## src/rtl/vga_timing.sv

```systemverilog
// rtl/vga_timing.sv - free-running VGA raster generator (counters, sync, blanking, frame strobe)
// Bus layout, MSB first: hcount[10:0], vcount[10:0], hsync, vsync, hblnk, vblnk, rgb[11:0].
`ifndef VGA_BUS_SIZE
`define VGA_BUS_SIZE 38
`endif
`ifndef VGA_MERGE
`define VGA_MERGE(hc, vc, hs, vs, hb, vb, rgb) {hc, vc, hs, vs, hb, vb, rgb}
`endif

module vga_timing #(
  parameter int H_VISIBLE        = 800,
  parameter int H_FRONT          = 40,
  parameter int H_SYNC           = 128,
  parameter int H_BACK           = 88,
  parameter int V_VISIBLE        = 600,
  parameter int V_FRONT          = 1,
  parameter int V_SYNC           = 4,
  parameter int V_BACK           = 23,
  parameter int SYNC_ACTIVE_HIGH = 1
) (
  input  logic                     pclk,
  input  logic                     rst,
  output logic [`VGA_BUS_SIZE-1:0] vga_out,
  output logic                     frame_start
);

  localparam int H_TOTAL = H_VISIBLE + H_FRONT + H_SYNC + H_BACK;
  localparam int V_TOTAL = V_VISIBLE + V_FRONT + V_SYNC + V_BACK;

  localparam logic [10:0] H_LAST     = 11'(H_TOTAL - 1);
  localparam logic [10:0] V_LAST     = 11'(V_TOTAL - 1);
  localparam logic [10:0] H_VIS      = 11'(H_VISIBLE);
  localparam logic [10:0] V_VIS      = 11'(V_VISIBLE);
  localparam logic [10:0] HS_START   = 11'(H_VISIBLE + H_FRONT);
  localparam logic [10:0] HS_END     = 11'(H_VISIBLE + H_FRONT + H_SYNC);
  localparam logic [10:0] VS_START   = 11'(V_VISIBLE + V_FRONT);
  localparam logic [10:0] VS_END     = 11'(V_VISIBLE + V_FRONT + V_SYNC);
  localparam logic        SYNC_ON    = (SYNC_ACTIVE_HIGH != 0);
  localparam logic [11:0] RGB_BLACK  = 12'h000;

  logic [10:0] hcount_q, hcount_d;
  logic [10:0] vcount_q, vcount_d;
  logic        hsync_q, hsync_d;
  logic        vsync_q, vsync_d;
  logic        hblnk_q, hblnk_d;
  logic        vblnk_q, vblnk_d;
  logic        frame_start_q, frame_start_d;

  // Flags decode the next counter values so they land on the bus together with them.
  always_comb begin
    hcount_d      = hcount_q + 11'd1;
    vcount_d      = vcount_q;
    frame_start_d = 1'b0;
    if (hcount_q == H_LAST) begin
      hcount_d = 11'd0;
      if (vcount_q == V_LAST) begin
        vcount_d      = 11'd0;
        frame_start_d = 1'b1;
      end else begin
        vcount_d = vcount_q + 11'd1;
      end
    end
    hblnk_d = (hcount_d >= H_VIS);
    vblnk_d = (vcount_d >= V_VIS);
    hsync_d = ((hcount_d >= HS_START) && (hcount_d < HS_END)) ? SYNC_ON : ~SYNC_ON;
    vsync_d = ((vcount_d >= VS_START) && (vcount_d < VS_END)) ? SYNC_ON : ~SYNC_ON;
  end

  always_ff @(posedge pclk) begin
    if (rst) begin
      hcount_q      <= 11'd0;
      vcount_q      <= 11'd0;
      hsync_q       <= ~SYNC_ON;
      vsync_q       <= ~SYNC_ON;
      hblnk_q       <= 1'b0;
      vblnk_q       <= 1'b0;
      frame_start_q <= 1'b0;
    end else begin
      hcount_q      <= hcount_d;
      vcount_q      <= vcount_d;
      hsync_q       <= hsync_d;
      vsync_q       <= vsync_d;
      hblnk_q       <= hblnk_d;
      vblnk_q       <= vblnk_d;
      frame_start_q <= frame_start_d;
    end
  end

  assign vga_out     = `VGA_MERGE(hcount_q, vcount_q, hsync_q, vsync_q, hblnk_q, vblnk_q, RGB_BLACK);
  assign frame_start = frame_start_q;

endmodule
```

## config.mk

```make
export PLATFORM = sky130hd
export DESIGN_NAME = vga_timing
export DESIGN_NICKNAME = d
export VERILOG_FILES = /design/src/rtl/vga_timing.sv
export SDC_FILE = /design/constraint.sdc
export NUM_CORES = 1
export LEC_CHECK = 0
export ABC_AREA = 0
export CAP_MARGIN = 10
export CORE_MARGIN = 2
export CORE_UTILIZATION = 49
export CTS_CLUSTER_SIZE = 8
export DETAILED_ROUTE_END_ITERATION = 10
export GPL_TIMING_DRIVEN = 0
export HOLD_SLACK_MARGIN = 0.12
export PLACE_DENSITY = 0.8
export SLEW_MARGIN = 20
export SYNTH_ARGS = -nofsm -noshare
export SYNTH_HDL_FRONTEND = slang
export SYNTH_SLANG_ARGS = --single-unit
```

## constraint.sdc

```tcl
create_clock -name pclk -period 3.4 [get_ports pclk]
set_input_delay 0.51 -clock pclk [delete_from_list [all_inputs] [get_ports pclk]]
set_output_delay 0.51 -clock pclk [all_outputs]
set_load 0.05 [all_outputs]
```

==> reports/qor.csv <==
stage,metric,value,unit
outcome,status,"finished, final reports clean",
placement,Place WS,0.559,ns
sta,final hold violation count,0,
route,vias per cell,5.20,
global_routing,largest net degree at the start of global routing,15,
logic_synthesis,Syn Inst Count,196,
logic_synthesis,Yosys top cell area share,33.3,%
sta,TNS Setup,0,ns
route,Antenna Nets Post-Route,0,
sta,worst slew pin tran,0.566,ns
sta,Setup-failing EPs final,0,
critical_path,Reg2Reg Launch Point,hcount_q[0],
placement,Placer Congestion,0.895,
cts,TritonCTS Buffers,3,
logic_synthesis,number of synthesized register bits,27,
cts,CTS Buffer Depth,2,
cells_and_area,diodes inserted,0,
cts,clk slew on worst S/H paths,0.15,ns
floorplanning,chip width,61.6,um
logic_synthesis,"EDFF count, synth",0,
route,drt wl/cell,12.0,um
cells_and_area,layout cells sized above 1,15.1,%
critical_path,reg2reg end,vsync_q,
route,routed wire length,3390,um
critical_path,R2R depth,9,
power_and_ir_drop,leak pwr,0.775,nW
cts,H-tree levels,1,
critical_path,required time worst endpoint,3.68,ns
worst_hold_path,Worst Hold End,hcount_q[0],
route,DR pass1 iterations,4,
sta,max-slew violation count,0,
sta,part of the cycle the worst path needs,87.6,%
floorplanning,num ports,41,
logic_synthesis,Netlist cell types,49,
critical_path,crit start category,flip-flop,
global_routing,initial antenna violation count,0,
worst_hold_path,hold_sp,hcount_q[0],
critical_path,WP data arrival,3.26,ns
cells_and_area,fillers,310,
sta,FMAX,336,MHz
global_routing,global-route wire length before repair,5580,um
cts,cts-stage hold buffer count,0,
logic_synthesis,sequential area share after synthesis,33.3,%
logic_synthesis,"Avg Cell Area, Syn",8.28,um2
logic_synthesis,Syn. warnings,0,
route,Iter 0 DRT Violations,48,
placement,Buffers on Ports,28,
cts,cells resized by post-CTS repair,0,
cells_and_area,Final Net Count,244,
sta,RSZ-0062 raised after global routing,false,
floorplanning,full die area,3790,um2
power_and_ir_drop,PwrDens,265,nW/um2
logic_synthesis,synth cell count leaders,"dfxtp_1 (27), nor2_1 (21), buf_4 (18), nand2_1 (11), xnor2_1 (10)",
global_routing,total grt overflow,0,
worst_hold_path,Worst Hold Depth,1,
sta,minimum clock period,2.98,ns
cts,buffer count from post-CTS setup fixing,0,
cts,CTS tree,done,
route,vias,1471,
logic_synthesis,most frequent cell after synthesis,dfxtp_1,
logic_synthesis,Area contributors post-synth,"dfxtp_1 (33%), buf_4 (8.3%), xnor2_1 (5.4%), nor2_1 (4.9%), xor2_1 (3.2%)",
cts,worst skew pair latency,0.33,ns
critical_path,Worst setup EP type,flip-flop,
critical_path,worst-path maximum fanout,10,
sta,min setup slack post-route,0.420,ns
cells_and_area,Area Overhead vs Synth,24.8,%
cts,clock root buffer,clkbuf_4,
logic_synthesis,post-synthesis async set-or-reset flop share,0,%
worst_hold_path,hold crit path type,flip-flop to flip-flop,
logic_synthesis,Synth area leader,dfxtp_1,
route,DRC,0,
global_routing,vias in the first global route,1235,
floorplanning,total core area,3100,um2
floorplanning,Die H,61.6,um
floorplanning,site row count,20,
critical_path,Crit Path Category,flip-flop to flip-flop,
placement,post-DP HPWL,2520,um
logic_synthesis,ys flop type,dfxtp_1,
logic_synthesis,Post-Syn Area,1620,um2
sta,worst clock skew,0.0114,ns
run,max-cap violations,0,
cts,clock sinks,27,
global_routing,GRT Total Usage,19.9,%
floorplanning,Initial Util,52.3,%
power_and_ir_drop,maximum vdd ir drop,192,uV
sta,Relative slew margins,62.3,%
critical_path,Worst R2R Setup Slack,0.42,ns
## placed cells by master (no fill, tap or decap), types with 3 or more instances in the layout
master	n
a21oi_1	9
a31oi_1	3
and3_1	5
buf_4	18
clkbuf_1	8
clkbuf_4	3
clkdlybuf4s50_1	28
conb_1	12
dfxtp_1	27
nand2_1	11
nand3_1	8
nand4_1	6
nor2_1	21
nor3_1	9
nor4_1	3
o21ai_0	5
or3_1	3
xnor2_1	10
xor2_1	6
## metal layers
metal  vias up  track usage [%]  wire length, um
met5         -                0                0
met4         0             7.90               49
met3         4             2.52              153
met2        40             29.3             1490
met1       668             29.2             1700
li1        759                -                -
## registers in the layout (all words and copies together), names as in the netlist
signal       cells
hcount_q        11
vcount_q        11
frame_start      1
hblnk_q          1
hsync_q          1
vblnk_q          1
vsync_q          1
## critical path, stage by stage (launching register included)
cell      delay (ns)
dfxtp_1         0.44
ha_1            0.17
clkbuf_1        0.27
nand4_1         0.30
nor3_1          0.51
buf_2           0.35
nand3_1         0.12
xor2_1          0.17
nor4b_2         0.38
o41a_2          0.21
## layout make-up
| class | count | area [um2] | share of cell area (%) |
|---|---|---|---|
| buffer | 29 | 194 | 9.57 |
| clock buffer | 4 | 26.3 | 1.30 |
| inverter | 2 | 7.51 | 0.371 |
| multi-input combinational | 149 | 922 | 45.5 |
| sequential | 27 | 541 | 26.7 |
| tap | 44 | 55.1 | 2.72 |
| timing repair buffer | 28 | 280 | 13.8 |
## how the worst max path moves through the flow
stage / endpoint / from / cells past startpoint / slack [ns]
floorplan: vblnk_q / hcount_q[0] / 9 / 0.51
global placement: vsync_q / hcount_q[0] / 9 / 0.58
detailed placement: vsync_q / hcount_q[0] / 9 / 0.56
CTS: vsync_q / hcount_q[0] / 9 / 0.50
global route: vsync_q / hcount_q[0] / 9 / 0.21
finish: vsync_q / hcount_q[0] / 9 / 0.42
## through the flow
| step | utilization (%) | total power [mW] | cell area, um2 | hold slack [ns] | std cells |
|---|---|---|---|---|---|
| floorplan | - | 0.390 | 1660 | 0.725 | 207 |
| global placement | 64.4 | 0.401 | 2000 | 0.530 | 279 |
| detailed placement | 64.4 | 0.401 | 2000 | 0.539 | 279 |
| CTS | 65.3 | 0.543 | 2030 | 0.563 | 283 |
| global route | 65.3 | 0.559 | 2030 | 0.603 | 283 |
| finish | 65.3 | 0.537 | 2030 | 0.559 | 283 |
## power breakdown
group / internal (mW) / leakage [nW] / switching [mW]
logic: 0.0198 / 0.542 / 0.0517
registers: 0.320 / 0.218 / 0.00421
clock network: 0.0460 / 0.0150 / 0.0958
total: 0.385 / 0.775 / 0.152
## logic make-up after synthesis
logic type / after synthesis / share of synthesized area, %
compound gates: 34 / 14.6
xor+xnor: 16 / 8.64
fa+ha+maj: 2 / 1.54
buf+inv: 31 / 12.4
flops: 27 / 33.3
other cells: 1 / 0.231
simple gates: 85 / 29.2
Note: power is estimated with default switching activity, not from simulation.
